`src/rtl/countdown_overlay_sprite.sv`:
```
// -----------------------------------------------------------------------------
// countdown_overlay_sprite
//
// Countdown overlay for the VGA race screen. A small sequencer steps a digit
// from START_VAL down to 1, holding each digit for TICKS clocks, and renders
// the current digit as a seven-segment glyph inside a fixed box on screen.
// While paused the glyph blinks with a half period of BLINK clocks; abort
// drops straight back to idle without a done pulse.
//
// Ports
//   clk        system clock
//   rst        synchronous, active-high reset
//   start      begin a countdown (only honoured in IDLE)
//   pause      level; freezes the countdown while high
//   abort      return to IDLE immediately, no done
//   h_cnt      VGA horizontal pixel counter
//   v_cnt      VGA vertical pixel counter
//   is_pixel   registered; colour the pixel at the previous cycle's h/v
//   busy       high while counting or held
//   cur_digit  digit currently shown, 0 when idle
//   done       one-cycle pulse when the last digit expires
// -----------------------------------------------------------------------------
module countdown_overlay_sprite #(
    parameter int unsigned X0        = 290,
    parameter int unsigned Y0        = 190,
    parameter int unsigned W         = 60,
    parameter int unsigned H         = 100,
    parameter int unsigned S         = 20,
    parameter int unsigned START_VAL = 3,
    parameter int unsigned TICKS     = 100_000_000,
    parameter int unsigned BLINK     = 25_000_000
) (
    input  logic       clk,
    input  logic       rst,
    input  logic       start,
    input  logic       pause,
    input  logic       abort,
    input  logic [9:0] h_cnt,
    input  logic [9:0] v_cnt,
    output logic       is_pixel,
    output logic       busy,
    output logic [3:0] cur_digit,
    output logic       done
);

    // Counter widths; a one-state counter still needs a 1-bit register.
    localparam int unsigned TW = (TICKS > 1) ? $clog2(TICKS) : 1;
    localparam int unsigned BW = (BLINK > 1) ? $clog2(BLINK) : 1;

    localparam logic [TW-1:0] TICK_LAST = TW'(TICKS - 1);
    localparam logic [BW-1:0] BLINK_LAST = BW'(BLINK - 1);
    localparam logic [3:0]    START_DIG = 4'(START_VAL);

    // Box bounds are kept 11 bits wide so X0+W / Y0+H cannot wrap.
    localparam logic [10:0] X_LO = 11'(X0);
    localparam logic [10:0] X_HI = 11'(X0 + W);
    localparam logic [10:0] Y_LO = 11'(Y0);
    localparam logic [10:0] Y_HI = 11'(Y0 + H);

    localparam logic [9:0] X0_10   = 10'(X0);
    localparam logic [9:0] Y0_10   = 10'(Y0);
    localparam logic [9:0] S_10    = 10'(S);
    localparam logic [9:0] G_LO    = 10'((H - S) / 2);
    localparam logic [9:0] G_HI    = 10'((H + S) / 2);
    localparam logic [9:0] D_LO    = 10'(H - S);
    localparam logic [9:0] HALF_H  = 10'(H / 2);
    localparam logic [9:0] RIGHT_X = 10'(W - S);

    typedef enum logic [1:0] {
        ST_IDLE,
        ST_COUNT,
        ST_HOLD
    } state_t;

    state_t          state_q, state_d;
    logic [TW-1:0]   tick_q, tick_d;
    logic [BW-1:0]   blink_q, blink_d;
    logic            phase_q, phase_d;   // 1 = glyph visible while held
    logic [3:0]      digit_q, digit_d;
    logic            done_q, done_d;
    logic            pix_q, pix_d;
    logic            step_en;

    // ---------------------------------------------------------------------
    // Glyph geometry
    // ---------------------------------------------------------------------
    logic       in_box;
    logic [9:0] rx, ry;
    logic [6:0] seg_on;    // {a,b,c,d,e,f,g} lit for the current digit
    logic [6:0] seg_at;    // {a,b,c,d,e,f,g} covering the current pixel
    logic       seg_hit;

    always_comb begin
        in_box = ({1'b0, h_cnt} >= X_LO) && ({1'b0, h_cnt} < X_HI) &&
                 ({1'b0, v_cnt} >= Y_LO) && ({1'b0, v_cnt} < Y_HI);
        rx = h_cnt - X0_10;
        ry = v_cnt - Y0_10;

        seg_at[6] = (ry < S_10);                          // a
        seg_at[5] = (rx >= RIGHT_X) && (ry < HALF_H);     // b
        seg_at[4] = (rx >= RIGHT_X) && (ry >= HALF_H);    // c
        seg_at[3] = (ry >= D_LO);                         // d
        seg_at[2] = (rx < S_10) && (ry >= HALF_H);        // e
        seg_at[1] = (rx < S_10) && (ry < HALF_H);         // f
        seg_at[0] = (ry >= G_LO) && (ry < G_HI);          // g

        unique case (digit_q)
            4'd1:    seg_on = 7'b0110000;
            4'd2:    seg_on = 7'b1101101;
            4'd3:    seg_on = 7'b1111001;
            4'd4:    seg_on = 7'b0110011;
            4'd5:    seg_on = 7'b1011011;
            4'd6:    seg_on = 7'b1011111;
            4'd7:    seg_on = 7'b1110000;
            4'd8:    seg_on = 7'b1111111;
            4'd9:    seg_on = 7'b1111011;
            default: seg_on = 7'b0000000;
        endcase

        seg_hit = |(seg_on & seg_at);
    end

    // ---------------------------------------------------------------------
    // Sequencer next state
    // ---------------------------------------------------------------------
    always_comb begin
        state_d = state_q;
        tick_d  = tick_q;
        blink_d = blink_q;
        phase_d = phase_q;
        digit_d = digit_q;
        done_d  = 1'b0;
        step_en = 1'b0;

        unique case (state_q)
            ST_IDLE: begin
                if (!abort && start) begin
                    state_d = ST_COUNT;
                    digit_d = START_DIG;
                    tick_d  = '0;
                end
            end
            ST_COUNT: begin
                if (abort) begin
                    state_d = ST_IDLE;
                    digit_d = '0;
                end else if (pause) begin
                    state_d = ST_HOLD;
                    blink_d = '0;
                    phase_d = 1'b1;
                end else begin
                    step_en = 1'b1;
                end
            end
            ST_HOLD: begin
                if (abort) begin
                    state_d = ST_IDLE;
                    digit_d = '0;
                end else if (!pause) begin
                    // The release cycle already counts, so a pause of N
                    // cycles delays the next step by exactly N cycles.
                    state_d = ST_COUNT;
                    step_en = 1'b1;
                end else if (blink_q == BLINK_LAST) begin
                    blink_d = '0;
                    phase_d = ~phase_q;
                end else begin
                    blink_d = blink_q + BW'(1);
                end
            end
            default: state_d = ST_IDLE;
        endcase

        if (step_en) begin
            if (tick_q == TICK_LAST) begin
                tick_d = '0;
                if (digit_q > 4'd1) begin
                    digit_d = digit_q - 4'd1;
                end else begin
                    done_d  = 1'b1;
                    state_d = ST_IDLE;
                    digit_d = '0;
                end
            end else begin
                tick_d = tick_q + TW'(1);
            end
        end

        pix_d = in_box && (state_q != ST_IDLE) && seg_hit &&
                ((state_q != ST_HOLD) || phase_q);
    end

    // ---------------------------------------------------------------------
    // State registers
    // ---------------------------------------------------------------------
    always_ff @(posedge clk) begin
        if (rst) begin
            state_q <= ST_IDLE;
            tick_q  <= '0;
            blink_q <= '0;
            phase_q <= 1'b1;
            digit_q <= '0;
            done_q  <= 1'b0;
            pix_q   <= 1'b0;
        end else begin
            state_q <= state_d;
            tick_q  <= tick_d;
            blink_q <= blink_d;
            phase_q <= phase_d;
            digit_q <= digit_d;
            done_q  <= done_d;
            pix_q   <= pix_d;
        end
    end

    assign busy      = (state_q != ST_IDLE);
    assign cur_digit = digit_q;
    assign done      = done_q;
    assign is_pixel  = pix_q;

endmodule

```
`config.mk`:
```
export PLATFORM = sky130hd
export DESIGN_NAME = countdown_overlay_sprite
export DESIGN_NICKNAME = d
export VERILOG_FILES = /design/src/rtl/countdown_overlay_sprite.sv
export SDC_FILE = /design/constraint.sdc
export NUM_CORES = 1
export LEC_CHECK = 0
export ABC_CLOCK_PERIOD_IN_PS = 2600
export BUFFER_PORTS_ARGS = -buffer_cell sky130_fd_sc_hd__buf_2
export CAP_MARGIN = 15
export CORE_MARGIN = 3
export CORE_UTILIZATION = 50
export DETAILED_ROUTE_END_ITERATION = 8
export GPL_ROUTABILITY_DRIVEN = 0
export PLACE_DENSITY = 0.71
export SLEW_MARGIN = 10
export SYNTH_ARGS = -nofsm -noshare
export SYNTH_HDL_FRONTEND = slang
export SYNTH_SLANG_ARGS = --single-unit
```
`constraint.sdc`:
```
create_clock -name clk -period 2.6 [get_ports clk]
set_clock_uncertainty 0.05 [all_clocks]
set_input_delay 0 -clock clk [delete_from_list [all_inputs] [get_ports clk]]
set_output_delay 0 -clock clk [all_outputs]
set_load 0.01 [all_outputs]
```
Word level (Yosys, flattened, before mapping)
Memories as Yosys holds them, arrays and structs flattened. A register that Yosys moved wholly into a read port is not among the register bits.
Cells that the tools add are included.
- word-level logic and storage cells: 101
- bits in read-only memories: 112
- memories kept: 1
- output and inout port bits: 7
- bits in registers: 61
- memories (name ; words ; width ; rd ports ; clocked after Yosys merged registers in ; wr ports ; RTL line ; source):
    (name not given) ; 16 ; 7 ; 1 ; 1 ; 0 ; 107 ; unique case (digit_q)
- magnitude comparators: 13
- $add $sub $neg: 5
- multiplexer cells: 36
- bitwise logic cells: 4
- reductions and logical operators: 25
- eq/ne operators: 10
- operators by type and width (cell ; number):
    25-bit 2-to-1 mux ; 5
    27-bit 2-to-1 mux ; 4
    25-bit case mux with 2 select lines ; 1
    10-bit by 6-bit >= comparator with 1-bit output, second input constant ; 3
    27-bit by 1-bit adder with 27-bit output, second input constant ; 1
    27-bit equality test, second input constant ; 1
    25-bit by 1-bit adder with 25-bit output, second input constant ; 1
    25-bit equality test, second input constant ; 1
    4-bit 2-to-1 mux ; 6
    10-bit by 5-bit less-than comparator with 1-bit output, second input constant ; 2
    10-bit by 6-bit less-than comparator with 1-bit output, second input constant ; 2
    10-bit by 9-bit less-than comparator with 1-bit output, second input constant ; 2
    2-bit 2-to-1 mux ; 8
    1-bit logical AND ; 12
    2-bit inequality test, second input constant ; 6
    10-bit by 7-bit >= comparator with 1-bit output, second input constant ; 1
    10-bit by 8-bit >= comparator with 1-bit output, second input constant ; 1
    10-bit by 9-bit >= comparator with 1-bit output, second input constant ; 1
    10-bit by 8-bit subtractor with 10-bit output, second input constant ; 1
    10-bit by 9-bit subtractor with 10-bit output, second input constant ; 1
    1-bit 2-to-1 mux ; 9
    4-bit case mux with 2 select lines ; 1
    2-bit nonzero test ; 4
    7-bit AND ; 1
    16 further kinds ; 18

Longest topological paths before layout
Gate-level depths: netlist of run 1.
- depth in word-level cells: 7
- gate-level depth with buffers: 12

Least setup slack after synthesis of run 1
No wires, ideal clock.
- path type: reg-to-reg
- start: register state_q[1]
- end: register, netlist name seg_on[5]
- slack: -203 ps
- setup time: 79 ps
- arrival: 2674 ps
- stages on the path, launching flop included: 12
- data required time: 2471 ps
- cell sequence: dfxtp_1 inv_1 ha_1 or3b_1 nor4_2 mux2i_1 nor2_1 inv_1 ha_1 nor2_1 nand3_1 o221ai_2
- longest elaborated chain between the ends: 6
- elaborated cells between the ends (all ways): 9
- those cells by class: eq/ne (2); mux (5); reduce/logical (2)
- ends and longest elaborated chain (item ; RTL line ; source):
    from (decl) ; 75 ; state_t state_q, state_d;
    from (signal assigned) ; 206 ; state_q <= state_d;
    2-bit equality test / 2-bit by 1-bit equality test with 1-bit output (equally long branches) ; 135 ; unique case (state_q)
    2-bit OR reduction (no line) ; n/a ;
    4-bit case mux with 2 select lines ; 135 ;
    4-bit 2-to-1 mux ; 175 ; if (tick_q == TICK_LAST) begin
    4-bit 2-to-1 mux (*) ; 174 ; if (step_en) begin
    4-bit 2-to-1 mux (no line) (*) ; n/a ;
Mark *: on every way between the ends. The rest lies on a longest branch, timed or not.
A chain may end at the register's enable or synchronous reset.

Worst setup path in the final report of run 1
- start: register state_q[1]
- end: register, netlist name seg_on[1]
- longest elaborated chain between the ends: 6
- elaborated cells between the ends (all ways): 9
- those cells by class: eq/ne (2); mux (5); reduce/logical (2)
- ends and longest elaborated chain (item ; RTL line):
    2-bit equality test / 2-bit by 1-bit equality test with 1-bit output (equally long branches) ; 135
    2-bit OR reduction (no line) ; n/a
    4-bit case mux with 2 select lines ; 135
    4-bit 2-to-1 mux ; 175
    4-bit 2-to-1 mux (*) ; 174
    4-bit 2-to-1 mux (no line) (*) ; n/a
Marks and branches as above.

==> results, run 1 <==
- In this run the worst setup path begins at state_q[1]$_SDFF_PP0_.
- Counting flops with an async set or reset pin after synthesis yields a share of 0.
- The number of synthesized register bits is 68.
- For this run the aggregate overflow at the end of global routing stands at 0.
- VDD sags by at most 217 µV.
- Clock-pin slew was measured on the worst setup and hold paths at 80 ps.
- The total count of max-transition violations in the final report was 0.
- The worst stage delay on the critical path is 400 ps.
- The dominant register cell in the synthesized netlist is sky130_fd_sc_hd__dfxtp_1.
- Data on the critical path arrives at its endpoint at 2910 ps.
- The finished layout holds 725 standard cells, fillers aside.
- The fmax is 370 MHz.
- The initial utilization of the core area, before any placement, comes to 0.526.
- After the last flow step, the layout net total stands at 655.
- The first detailed-routing pass took 5 iterations.
- When the netlist entered floorplanning its net count stood at 602.
- The initial antenna violation count came to 0.
- The later-pin clock latency in the skew report is 350 ps.
- The via count of the first global-routing pass is 4158.
- The reported max-cap violation count is 0.
- Of the cells placed in the final design, the portion with a size suffix greater than 1 is 0.192.
- The CTS tree is done.
- The count of inserted antenna diode cells is 0.
- The CTS H-tree depth is 3.
- The wire-length estimate of the detail-placed layout is 7.72 mm.
- The worst setup path is captured at a flop.
- Across all setup checks in the final design, the least slack found is -104 ps.
- The die is 99.9 µm tall.
- The final hold violation count is 0.
- In the final routed layout, each cell accounts on average for 15.0 µm.
- The core box area is 0.00838 mm².
- The number of distinct library cells after synthesis is 70.
- The tightest min-delay check is of the primary input to flop type.
- STA puts the critical path data required time at 2810 ps.
- The critical path is of the flop to flop type.
- The die covers 0.00999 mm².
- The worst reg2reg path startpoint is state_q[1]$_SDFF_PP0_.
- The leakage power of the design is 1.90 nW.
- After detailed routing, the number of vias per cell comes to 6.05.
- Entering global routing, the biggest net connects 49 pins.
- Setup violations remaining at the end of the flow were counted as 7.
- The final-layout worst hold slack is 42.0 ps.
- The final critical-path required period is 2700 ps.
- The kind of start point of the critical path is a flop.
- The number of fill cells is 751.
- The cell count after synthesis is 562.
- The top cell types in the final layout, fill and taps aside, are sky130_fd_sc_hd__nor2_1, sky130_fd_sc_hd__dfxtp_1, sky130_fd_sc_hd__nand2_1.
- The row count is 33.
- The tree is rooted in a sky130_fd_sc_hd__clkbuf_8.
- The library cell used most frequently in the layout, excluding fill and tap cells, is sky130_fd_sc_hd__nor2_1.
- The critical path goes through inv_2, ha_4, or3b_4, buf_6, nor4_4, mux2i_2, nor2_2, ha_1, nand3b_1, a21oi_1.
- The areal power density over the cells is 457 mW/mm².
- Including well taps, the total number of placed cells is 705.
- The worst pin sits at a relative slew slack of 0.389.
- In this run the count of I/O pins placed on the die edge is 32.
- The origin of the worst min-delay path is v_cnt[7].
- In this run the mean area of a mapped cell was 7.85 µm².
- Once detail routing completed, the nets flagged for antenna violations numbered 0.
- The ratio of final minimum period to clock period is 1.04.
- For this run, the total global-route usage over all layers was measured as 0.227.
- The pin slew with the least headroom to its limit is 917 ps.
- The final reports fail on negative setup slack.
- The combined area of all synthesized cells is 0.00441 mm².
- The final routed wirelength across all metal layers is 10.9 mm.
- Setup repair after global routing could not meet its margin everywhere.
- Counting flops with a built-in enable in the synthesized netlist gives 0.
- The area of combinational cells with multiple inputs is 0.00293 mm².
- The flow ran to the end, but the final reports show violations.
- The share of the Yosys chip area taken by registers is 0.309.
- During synthesis, Yosys emitted a total of 0 warnings.
- The cell with the largest stage delay on the worst path is sky130_fd_sc_hd__nor4_4.
- Summing over every cut layer, the via total after detailed routing is 4384.
- The maximum net fanout on the critical path is 3.
- The violation count after the first detailed-routing iteration is 248.
- The width of the die is 99.9 µm.
- The clock passes through at most 2 buffers.
- Port buffering added 31 buffers.
- The number of buffers created by CTS is 9.
- The number of sinks handled by clock tree synthesis is 68.
- The global-route wire length before repair is 18.8 mm.
- The area used by sequential logic in the layout is 0.00136 mm².
- The area overhead of the layout relative to synthesis is 17.6%.
- The DRC violation count after routing is 0.
-- critical path: cells and delay by family (launching register included) --
kind,cells,cell delay [ps]
muxes,1,320
and+or+nand+nor,4,1050
AOI/OAI and AO/OA,1,180
adders and majority gates,2,490
buffers and inverters,2,180
DFF,1,340
-- path summary, 6_finish.rpt --
check	endpoint	slack, ps	cells after the start
worst min register to register	tick_q[24]$_SDFFE_PP0P_	440	1
worst min-delay path	is_pixel$_SDFF_PP0_	40	3
worst max register to register	seg_on[1]$_DFF_P_	-100	10
worst max-delay path	seg_on[1]$_DFF_P_	-100	10
-- cell families after synthesis --
logic type               synth area share
AO/OA/AOI/OAI                       0.211
XOR/XNOR                           0.0556
adder cells (fa/ha/maj)            0.0425
buffers and inverters              0.0471
flip-flops                          0.309
multiplexers                       0.0125
AND/OR/NAND/NOR                     0.322
-- stage by stage --
stage                     cell area [µm²]  setup TNS [ps]  setup slack (ps)   util  power, mW
after floorplan                      4460           -33.3             -33.3      -       1.31
after global placement               4890               0              31.0  0.584       1.40
after detailed placement             4890           -43.0             -30.1  0.584       1.41
after CTS                            5150           -35.9             -20.2  0.615       2.37
after global routing                 5190           -1190              -217  0.619       2.46
final                                5190            -403              -104  0.619       2.37
-- state kept, by name (all words and copies together), names as in the netlist --
register	cells
blink_q	25
state_q	2
seg_on	7
cur_digit	4
done	1
is_pixel	1
phase_q	1
tick_q	27
-- layer usage --
metal	up-vias	global-route usage	wire length (µm)
met2	94	0.389	5240
met4	0	0.0683	104
met3	10	0.0396	542
met5	-	0	0
li1	2178	-	-
met1	2102	0.290	4990
-- Yosys cell counts (all sizes together), types with 4 or more instances --
cell / n / share of area
nand3: 19 / 0.022
o211ai: 5 / 0.0085
and3: 12 / 0.017
and4: 6 / 0.012
mux2i: 4 / 0.0099
or4: 4 / 0.0077
a311oi: 14 / 0.028
o31ai: 5 / 0.0085
or3: 4 / 0.0057
a31oi: 7 / 0.0099
clkbuf: 20 / 0.017
nand4: 19 / 0.028
nor3: 14 / 0.016
o21ai: 29 / 0.033
buf: 7 / 0.0079
nor4: 8 / 0.019
nor4b: 7 / 0.014
xor2: 13 / 0.026
ha: 15 / 0.043
a21o: 4 / 0.0068
nor2b: 7 / 0.0099
nand3b: 4 / 0.0068
nor2: 76 / 0.065
nor3b: 8 / 0.014
nand2: 40 / 0.034
or2: 5 / 0.0071
nand2b: 11 / 0.016
nor4bb: 5 / 0.011
xnor2: 15 / 0.030
inv: 25 / 0.021
a21oi: 29 / 0.034
dfxtp: 68 / 0.31
-- report_power, final --
| part | leakage, nW | switching [mW] | internal, mW | total (mW) |
|---|---|---|---|---|
| combinational | 1.25 | 0.199 | 0.138 | 0.338 |
| sequential | 0.550 | 0.0107 | 1.06 | 1.07 |
| clock | 0.102 | 0.424 | 0.540 | 0.964 |
| total | 1.90 | 0.634 | 1.73 | 2.37 |
-- what timing repair did --
item / CTS / global route
setup buffers: 1 / 1
resized for setup: 4 / 7
hold buffers: 2 / 0
pin swaps: 1 / 3
hold endpoints to repair: 1 / 0
setup endpoints to repair: 5 / 8
-- final cells by class --
cell class	instances	share of cell area
Multi-Input combinational cell	441	0.564
Sequential cell	68	0.263
Timing Repair Buffer	69	0.0866
Tap cell	105	0.0253
Clock buffer	10	0.0246
Inverter	26	0.0191
Clock inverter	6	0.0171
(Power assumes the default switching activity.)
==> run 2, diff against run 1 <==
CORE_UTILIZATION = 45   (was 50)
PLACE_DENSITY = not set   (was 0.71)
==> run 2 against run 1 <==
Against the previous run: clock power increased by 0.4%; the run still ends with negative setup slack left; die area increased by 10%; largest power group unchanged; largest cell class unchanged; wire length increased by 1.0%; first-iteration DRC count increased by 36%; critical endpoint is now seg_on[3]$_DFF_P_; power increased by 0.29%; clock-buffer cell count increased by 2.
==> results, run 2 (synthesis results as in run 1) <==
- The violation count after the first detailed-routing iteration is 337 (+36%).
- The width of the die is 105 µm (+5.1%).
- The worst hold path belongs to the class primary input to flop.
- The share of final-layout standard cells stronger than drive strength 1 is 0.195 (+0.00326).
- Compared with the post-synthesis result, the final layout area differs by 19.1%.
- The number of search-and-repair iterations in the first detailed-routing pass came to 4 (-1).
- The final routed wirelength across all metal layers was 11.0 mm (+1.0%).
- The total count of max-transition violations in the final report came to 0 (unchanged).
- The total number of nets in the final design came to 660 (+0.76%).
- The cell-internal power is 1.76 mW (+1.7%).
- The number of setup violations in the final report is 2 (-5).
- The commonest non-fill, non-tap cell in the layout is sky130_fd_sc_hd__nor2_1.
- The number of sinks handled by clock tree synthesis is 68 (unchanged).
- The run finished, with violations left.
- Clock tree synthesis selected as its root buffer the cell sky130_fd_sc_hd__clkbuf_8.
- The final critical-path required period is 2630 ps (-75.3 ps).
- The core box area is 0.00937 mm² (+12%).
- The final standard cell area without fillers is 0.00526 mm² (+1.3%).
- The worst register-to-register path ends at seg_on[3]$_DFF_P_.
- The final reports fail on negative setup slack.
- The number of buffers created by CTS is 9 (unchanged).
- The final hold violation count is 0 (unchanged).
- The part of the total power dissipated in combinational logic is 0.143 (about the same).
- The floorplan die height is 105 µm (+5.1%).
- The worst hold path begins at v_cnt[7].
- The path depth of the worst reg2reg path is 11 (+1).
- The clock edge transition at the registers on the reported setup and hold paths is 70 ps (about the same).
- The ratio of final minimum period to clock period was 1.01 (-0.0290).
- The endpoint class of the critical path is a flop.
- The via count of the first global-routing pass is 4041 (-2.8%).
- The number of vias in the routed layout is 4278 (-2.4%).
- The total routing resource utilization after global routing was 0.205 (-0.0220).
- The headroom to the max-slew limit is 0.551 (+0.162).
- The worst stage delay on the critical path came to 370 ps (-30 ps).
- The switching power is 612 µW (-3.5%).
- The top cell types in the final layout, fill and taps aside, are sky130_fd_sc_hd__nor2_1, sky130_fd_sc_hd__dfxtp_1, sky130_fd_sc_hd__nand2_1.
- The worst setup path is launched from a flop.
- The mean routed wirelength per cell was 14.6 µm (-2.9%).
- The detail-routed via count per cell was 5.67 (-6.2%).
- The maximum net fanout on the critical path is 3 (unchanged).
- The largest individual stage delay along the critical path comes from the cell sky130_fd_sc_hd__or3b_4.
- The area of combinational cells with multiple inputs is 0.00292 mm² (-0.17%).
- The pin count of the biggest net entering global routing is 35 (-29%).
- The CTS tree is done.
- The worst register-to-register path begins at state_q[1]$_SDFF_PP0_.
- The global-route wire length before repair is 18.9 mm (about the same).
- The worst hold endpoint is is_pixel$_SDFF_PP0_.
- The final setup TNS was -42.3 ps (+361 ps).
- The initial antenna violation count is 1 (+1).
- The final HPWL from detailed placement is 7.99 mm (+3.5%).
- The part of the power in the clock network is 0.408 (about the same).
- The reported max-cap violation count came to 0 (unchanged).
- The global-route congestion overflow total came to 0 (unchanged).
- The number of buffer cells added on primary ports is 31 (unchanged).
- The number of antenna-violating nets in the routed design is 0 (unchanged).
- The count of inserted antenna diode cells is 0 (unchanged).
- The peak supply drop came to 234 µV (+8.0%).
- The leakage power of the design is 1.93 nW (+1.5%).
- The critical path arrival is 2830 ps (-80 ps).
- The fmax came to 380 MHz (+2.9%).
- The top-level port count is 32 (unchanged).
- The CTS H-tree depth is 3 (unchanged).
- The later-pin clock latency in the skew report was 350 ps (about the same).
- The row count is 35 (+6.1%).
- The count of cells along the worst hold path is 3 (unchanged).
- The register with the most flip-flops is tick_q.
- The number of fill cells is 913 (+22%).
- Setup repair after global routing could not meet its margin everywhere.
- The pin slew with the least headroom to its limit was 669 ps (-248 ps).
- The setup slack on the worst flop-to-flop path came to -30 ps (+80 ps).
- The data required time of the critical path was 2800 ps (about the same).
- The total die area came to 0.0110 mm² (+10%).
- The areal power density over the cells is 452 mW/mm² (-1.0%).
- The maximum count of clock buffers along a single path came to 2 (unchanged).
- The DRC violation count after routing is 0 (unchanged).
- The initial standard-cell utilization of the core is 0.471 (-0.0556).
- The path type of the worst setup path is flop to flop.
- The area used by sequential logic in the layout was 0.00136 mm² (unchanged).
- The placed instance area is 0.00492 mm² (+0.61%).
- The worst setup margin is -29.0 ps (+75.3 ps).
- The switching share of total power is 0.258 (-0.0100).
- The signal on the critical path passes through inv_2, ha_4, or3b_4, buf_4, nor4_4, mux2i_2, nor2_2, inv_2, ha_4, inv_1, o32ai_1.
- The number of flip-flops under the largest register name is 27 (unchanged).
- The proportion of power drawn by flip-flops and latches is 0.449 (about the same).
==> run 2: worst max-delay path: cells and delay by family, from the launching register on <==
kind | cells | cell delay (ps)
buf+inv | 4 | 310
fa+ha+maj | 2 | 520
mux | 1 | 130
compound gates | 1 | 240
simple gates | 3 | 930
flops | 1 | 340
==> run 2: area by class of cell <==
type | count | share of cell area
clock buffer | 12 | 0.0276
clock inverter | 4 | 0.0138
inverter | 26 | 0.0186
multi-input combinational | 441 | 0.556
sequential | 68 | 0.259
tap | 129 | 0.0307
timing repair buffer | 74 | 0.0938
==> run 2: power by group through the flow <==
| stage | Sequential (mW) | Combinational, mW | Clock [mW] |
|---|---|---|---|
| final | 1.07 | 0.341 | 0.968 |
| after global routing | 1.07 | 0.384 | 1.04 |
| after CTS | 1.07 | 0.327 | 0.994 |
| after detailed placement | 1.09 | 0.320 | 0 |
| after global placement | 1.09 | 0.315 | 0 |
| after floorplan | 1.09 | 0.216 | 0 |
==> run 2: metrics by stage <==
| step | power, mW | hold WS, ps | worst slack [ps] | utilization | cells |
|---|---|---|---|---|---|
| 4_1_cts | 2.39 | 70.7 | -0.692 | 0.555 | 750 |
| 3_3_place_gp | 1.41 | 318 | 39.0 | 0.526 | 729 |
| 6_report | 2.38 | 76.4 | -29.0 | 0.561 | 754 |
| 5_1_grt | 2.49 | 77.1 | -144 | 0.561 | 754 |
| 2_1_floorplan | 1.31 | 142 | -33.3 | - | 562 |
| 3_5_place_dp | 1.41 | 321 | -63.6 | 0.526 | 729 |
==> run 2: how the worst max path moves through the flow <==
stage / start / end / slack [ps] / depth (start not counted)
finish: state_q[1]$_SDFF_PP0_ / seg_on[3]$_DFF_P_ / -30 / 11
global route: state_q[0]$_SDFF_PP0_ / seg_on[5]$_DFF_P_ / -140 / 12
CTS: state_q[1]$_SDFF_PP0_ / seg_on[4]$_DFF_P_ / -0.7 / 9
detailed placement: state_q[1]$_SDFF_PP0_ / seg_on[6]$_DFF_P_ / -60 / 8
global placement: state_q[1]$_SDFF_PP0_ / seg_on[4]$_DFF_P_ / 40 / 9
floorplan: tick_q[0]$_SDFFE_PP0P_ / seg_on[5]$_DFF_P_ / -30 / 11
==> run 2: layer usage <==
layer | global-route usage | share of wire | vias to the layer above
met5 | 0 | 0.0010 | -
li1 | - | - | 2195
met1 | 0.279 | 0.49 | 1972
met4 | 0.0656 | 0.012 | 2
met2 | 0.319 | 0.45 | 95
met3 | 0.0476 | 0.049 | 14
==> run 2: what timing repair did <==
action,4_1_cts,5_1_grt
buffers inserted,2,4
hold buffers,3,0
pin swaps,1,4
resized for setup,5,7
endpoints found under the hold margin,9,0
setup endpoints to repair,4,8
==> run 3, diff against run 2 <==
CELL_PAD_IN_SITES_DETAIL_PLACEMENT = 1   (was not set)
CELL_PAD_IN_SITES_GLOBAL_PLACEMENT = 2   (was not set)
CORE_UTILIZATION = 33   (was 45)
PLACE_DENSITY_LB_ADDON = 0.1   (was not set)
RECOVER_POWER = 50   (was not set)
==> run 3 against run 2 <==
Against the previous run: largest cell class unchanged; register-to-register slack got worse by 40 ps; sequential share of layout area decreased by 1.5 points; sequential cell count unchanged; the run still ends with negative setup slack left; critical path depth increased by 1; global-route usage decreased by 1.4 points; highest routed layer unchanged; hold slack got worse by 30 ps; final area increased by 6.2%.
==> results, run 3 (synthesis results as in run 1) <==
- The flow ran to the end, but the final reports show violations.
- The checks that failed: negative setup slack.
- The register with the most flip-flops is tick_q.
- The CTS H-tree depth was 3 (unchanged).
- The initial standard-cell utilization of the core came to 0.344 (-0.127).
- The proportion of power drawn by flip-flops and latches is 0.384 (-0.065).
- The worst stage delay on the critical path is 390 ps (+20 ps).
- The reported max-cap violation count is 0 (unchanged).
- The global-route congestion overflow total is 0 (unchanged).
- The final standard cell area without fillers came to 0.00558 mm² (+6.2%).
- The total die area came to 0.0148 mm² (+34%).
- The total power is 2.78 mW (+17%).
- The data required time of the critical path is 2820 ps (+20 ps).
- In the layout the commonest cells are sky130_fd_sc_hd__nor2_1, sky130_fd_sc_hd__dfxtp_1, sky130_fd_sc_hd__buf_4.
- The endpoint of the worst setup timing path is seg_on[5]$_DFF_P_.
- The number of antenna-violating nets in the routed design came to 0 (unchanged).
- The floorplan die height came to 122 µm (+16%).
- Setup repair after global routing could not meet its margin everywhere.
- The number of search-and-repair iterations in the first detailed-routing pass is 4 (unchanged).
- The areal power density over the cells is 498 mW/mm² (+10%).
- The mean routed wirelength per cell is 16.2 µm (+11%).
- The worst setup margin is -70.1 ps (-41.2 ps).
- The row count is 41 (+17%).
- The part of the total power dissipated in combinational logic is 0.135 (-0.008).
- The detail-routed via count per cell is 5.48 (-3.4%).
- The final hold violation count is 0 (unchanged).
- The pin slew with the least headroom to its limit is 733 ps (+64.1 ps).
- The area overhead of the layout relative to synthesis is 26.5%.
- The final critical-path required period is 2670 ps (+41.2 ps).
- The final-layout worst hold slack was 46.8 ps (-29.5 ps).
- Among all stages on the critical path, the largest delay is contributed by sky130_fd_sc_hd__or3b_4.
- In this run the most critical hold path is launched from v_cnt[7].
- The global-route wire length before repair came to 22.6 mm (+20%).
- The pin count of the biggest net entering global routing is 33 (-5.7%).
- The total number of nets in the final design is 680 (+3.0%).
- The fraction of the core area covered by cells at the end of the flow is 0.435 (-0.126).
- The clock edge transition at the registers on the reported setup and hold paths is 60 ps (about the same).
- The via count of the first global-routing pass was 4564 (+13%).
- The DRC violation count after routing was 0 (unchanged).
- The class of the tightest hold or removal check is primary input to flop.
- The headroom to the max-slew limit was 0.508 (-0.0430).
- The peak supply drop is 229 µV (-2.2%).
- The number of buffers created by CTS is 9 (unchanged).
- The number of setup violations in the final report was 4 (+2).
- The initial antenna violation count is 2 (+1).
- The commonest non-fill, non-tap cell in the layout is sky130_fd_sc_hd__nor2_1.
- The path depth of the worst reg2reg path is 12 (+1).
- The total count of max-transition violations in the final report is 0 (unchanged).
- The kind of cell with the highest combined delay on the critical path is simple AND/OR/NAND/NOR gates.
- The signal on the critical path passes through inv_2, ha_4, or3b_4, buf_6, nor4_4, mux2i_2, nor2_4, inv_2, ha_4, nor2_2, nand3_1, o221ai_2.
- The share of final-layout standard cells stronger than drive strength 1 is 0.214 (+0.0188).
- The CTS tree is done.
- The number of vias in the routed layout is 4482 (+4.8%).
- The final routed wirelength across all metal layers is 13.3 mm (+21%).
- The buffer and inverter count on the worst path was 3 (-1).
- The core box area came to 0.0128 mm² (+37%).
- The critical path arrival is 2890 ps (+60 ps).
- The maximum count of clock buffers along a single path is 2 (unchanged).
- The worst slack at placement came to -104 ps (-40.2 ps).
- The switching power is 707 µW (+15%).
- The switching share of total power is 0.254 (-0.00335).
- The critical path starts at state_q[1]$_SDFF_PP0_.
- The number of sinks handled by clock tree synthesis is 68 (unchanged).
- The later-pin clock latency in the skew report is 350 ps (about the same).
- The count of cell instances traversed by the critical path is 12 (+1).
- The part of the power in the clock network is 0.481 (+0.073).
- STA classifies the critical path startpoint as a flop.
- The total routing resource utilization after global routing is 0.190 (-0.0142).
- The number of fill cells is 1589 (+74%).
- The maximum net fanout on the critical path was 3 (unchanged).
- The worst setup path is of the flop to flop kind.
- The width of the die was 122 µm (+16%).
- The setup slack on the worst flop-to-flop path is -70 ps (-40 ps).
- The final HPWL from detailed placement is 9.59 mm (+20%).
- The clock tree root driver cell is sky130_fd_sc_hd__clkbuf_16.
- The number of flip-flops under the largest register name is 27 (unchanged).
- The violation count after the first detailed-routing iteration came to 163 (-52%).
- The number of buffer cells added on primary ports is 31 (unchanged).
- The ratio of final minimum period to clock period came to 1.03 (+0.0158).
- In this run the critical register-to-register path is launched from state_q[1]$_SDFF_PP0_.
- The top-level port count was 32 (unchanged).
- The cell-internal power came to 2.07 mW (+17%).
- The fmax is 375 MHz (-1.5%).
- The leakage power of the design is 2.05 nW (+6.7%).
- The endpoint class of the critical path is a flop.
- The endpoint identified for the worst register-to-register timing path is seg_on[5]$_DFF_P_.
- The placed instance area is 0.00508 mm² (+3.2%).
[run 3: layout make-up]
type | instances | area [µm²] | share of cell area
Antenna cell | 1 | 2.50 | 0.000448
Clock buffer | 11 | 243 | 0.0435
Clock inverter | 5 | 75.1 | 0.0135
Inverter | 26 | 97.6 | 0.0175
Multi-Input combinational cell | 441 | 2940 | 0.527
Sequential cell | 68 | 1360 | 0.244
Tap cell | 172 | 215 | 0.0386
Timing Repair Buffer | 94 | 643 | 0.115
[run 3: repair_timing]
action / in CTS / in global routing
buffers inserted: 9 / 2
pin swaps: 7 / 4
endpoints found under the setup margin: 4 / 7
resized for setup: 9 / 9
hold endpoints to repair: 4 / 0
hold buffers: 4 / 0
[run 3: tightest hold or removal path, stage by stage]
cell	delay, ps
sky130_fd_sc_hd__buf_2	120
sky130_fd_sc_hd__a32oi_1	200
sky130_fd_sc_hd__a311oi_1	70
[run 3: power by group through the flow]
| stage | registers [mW] | clock network (mW) | logic (mW) |
|---|---|---|---|
| 2_1_floorplan | 1.09 | 0 | 0.216 |
| 3_3_place_gp | 1.09 | 0 | 0.333 |
| 3_5_place_dp | 1.09 | 0 | 0.339 |
| 4_1_cts | 1.07 | 1.37 | 0.367 |
| 5_1_grt | 1.07 | 1.42 | 0.419 |
| 6_report | 1.07 | 1.34 | 0.375 |
[run 3: worst min-delay path by stage]
stage | depth (start not counted) | to | slack, ps
2_1_floorplan | 3 | is_pixel$_SDFF_PP0_ | 140
3_5_place_dp | 4 | is_pixel$_SDFF_PP0_ | 350
4_1_cts | 3 | is_pixel$_SDFF_PP0_ | 40
5_1_grt | 3 | is_pixel$_SDFF_PP0_ | 40
6_report | 3 | is_pixel$_SDFF_PP0_ | 50
3_3_place_gp | 2 | cur_digit[1]$_SDFF_PP0_ | 330
[run 3: routing by layer]
metal | wire length [µm] | GRT usage | vias up
li1 | - | - | 2224
met1 | 6100 | 0.240 | 2188
met2 | 6420 | 0.319 | 52
met3 | 491 | 0.0460 | 16
met4 | 236 | 0.0658 | 2
met5 | 11 | 0 | -
[run 3: metrics by stage]
step,instances,setup TNS [ps]
6_report,818,-99.9
5_1_grt,818,-1040
4_1_cts,815,-104
3_5_place_dp,786,-184
3_3_place_gp,786,0
2_1_floorplan,562,-33.3
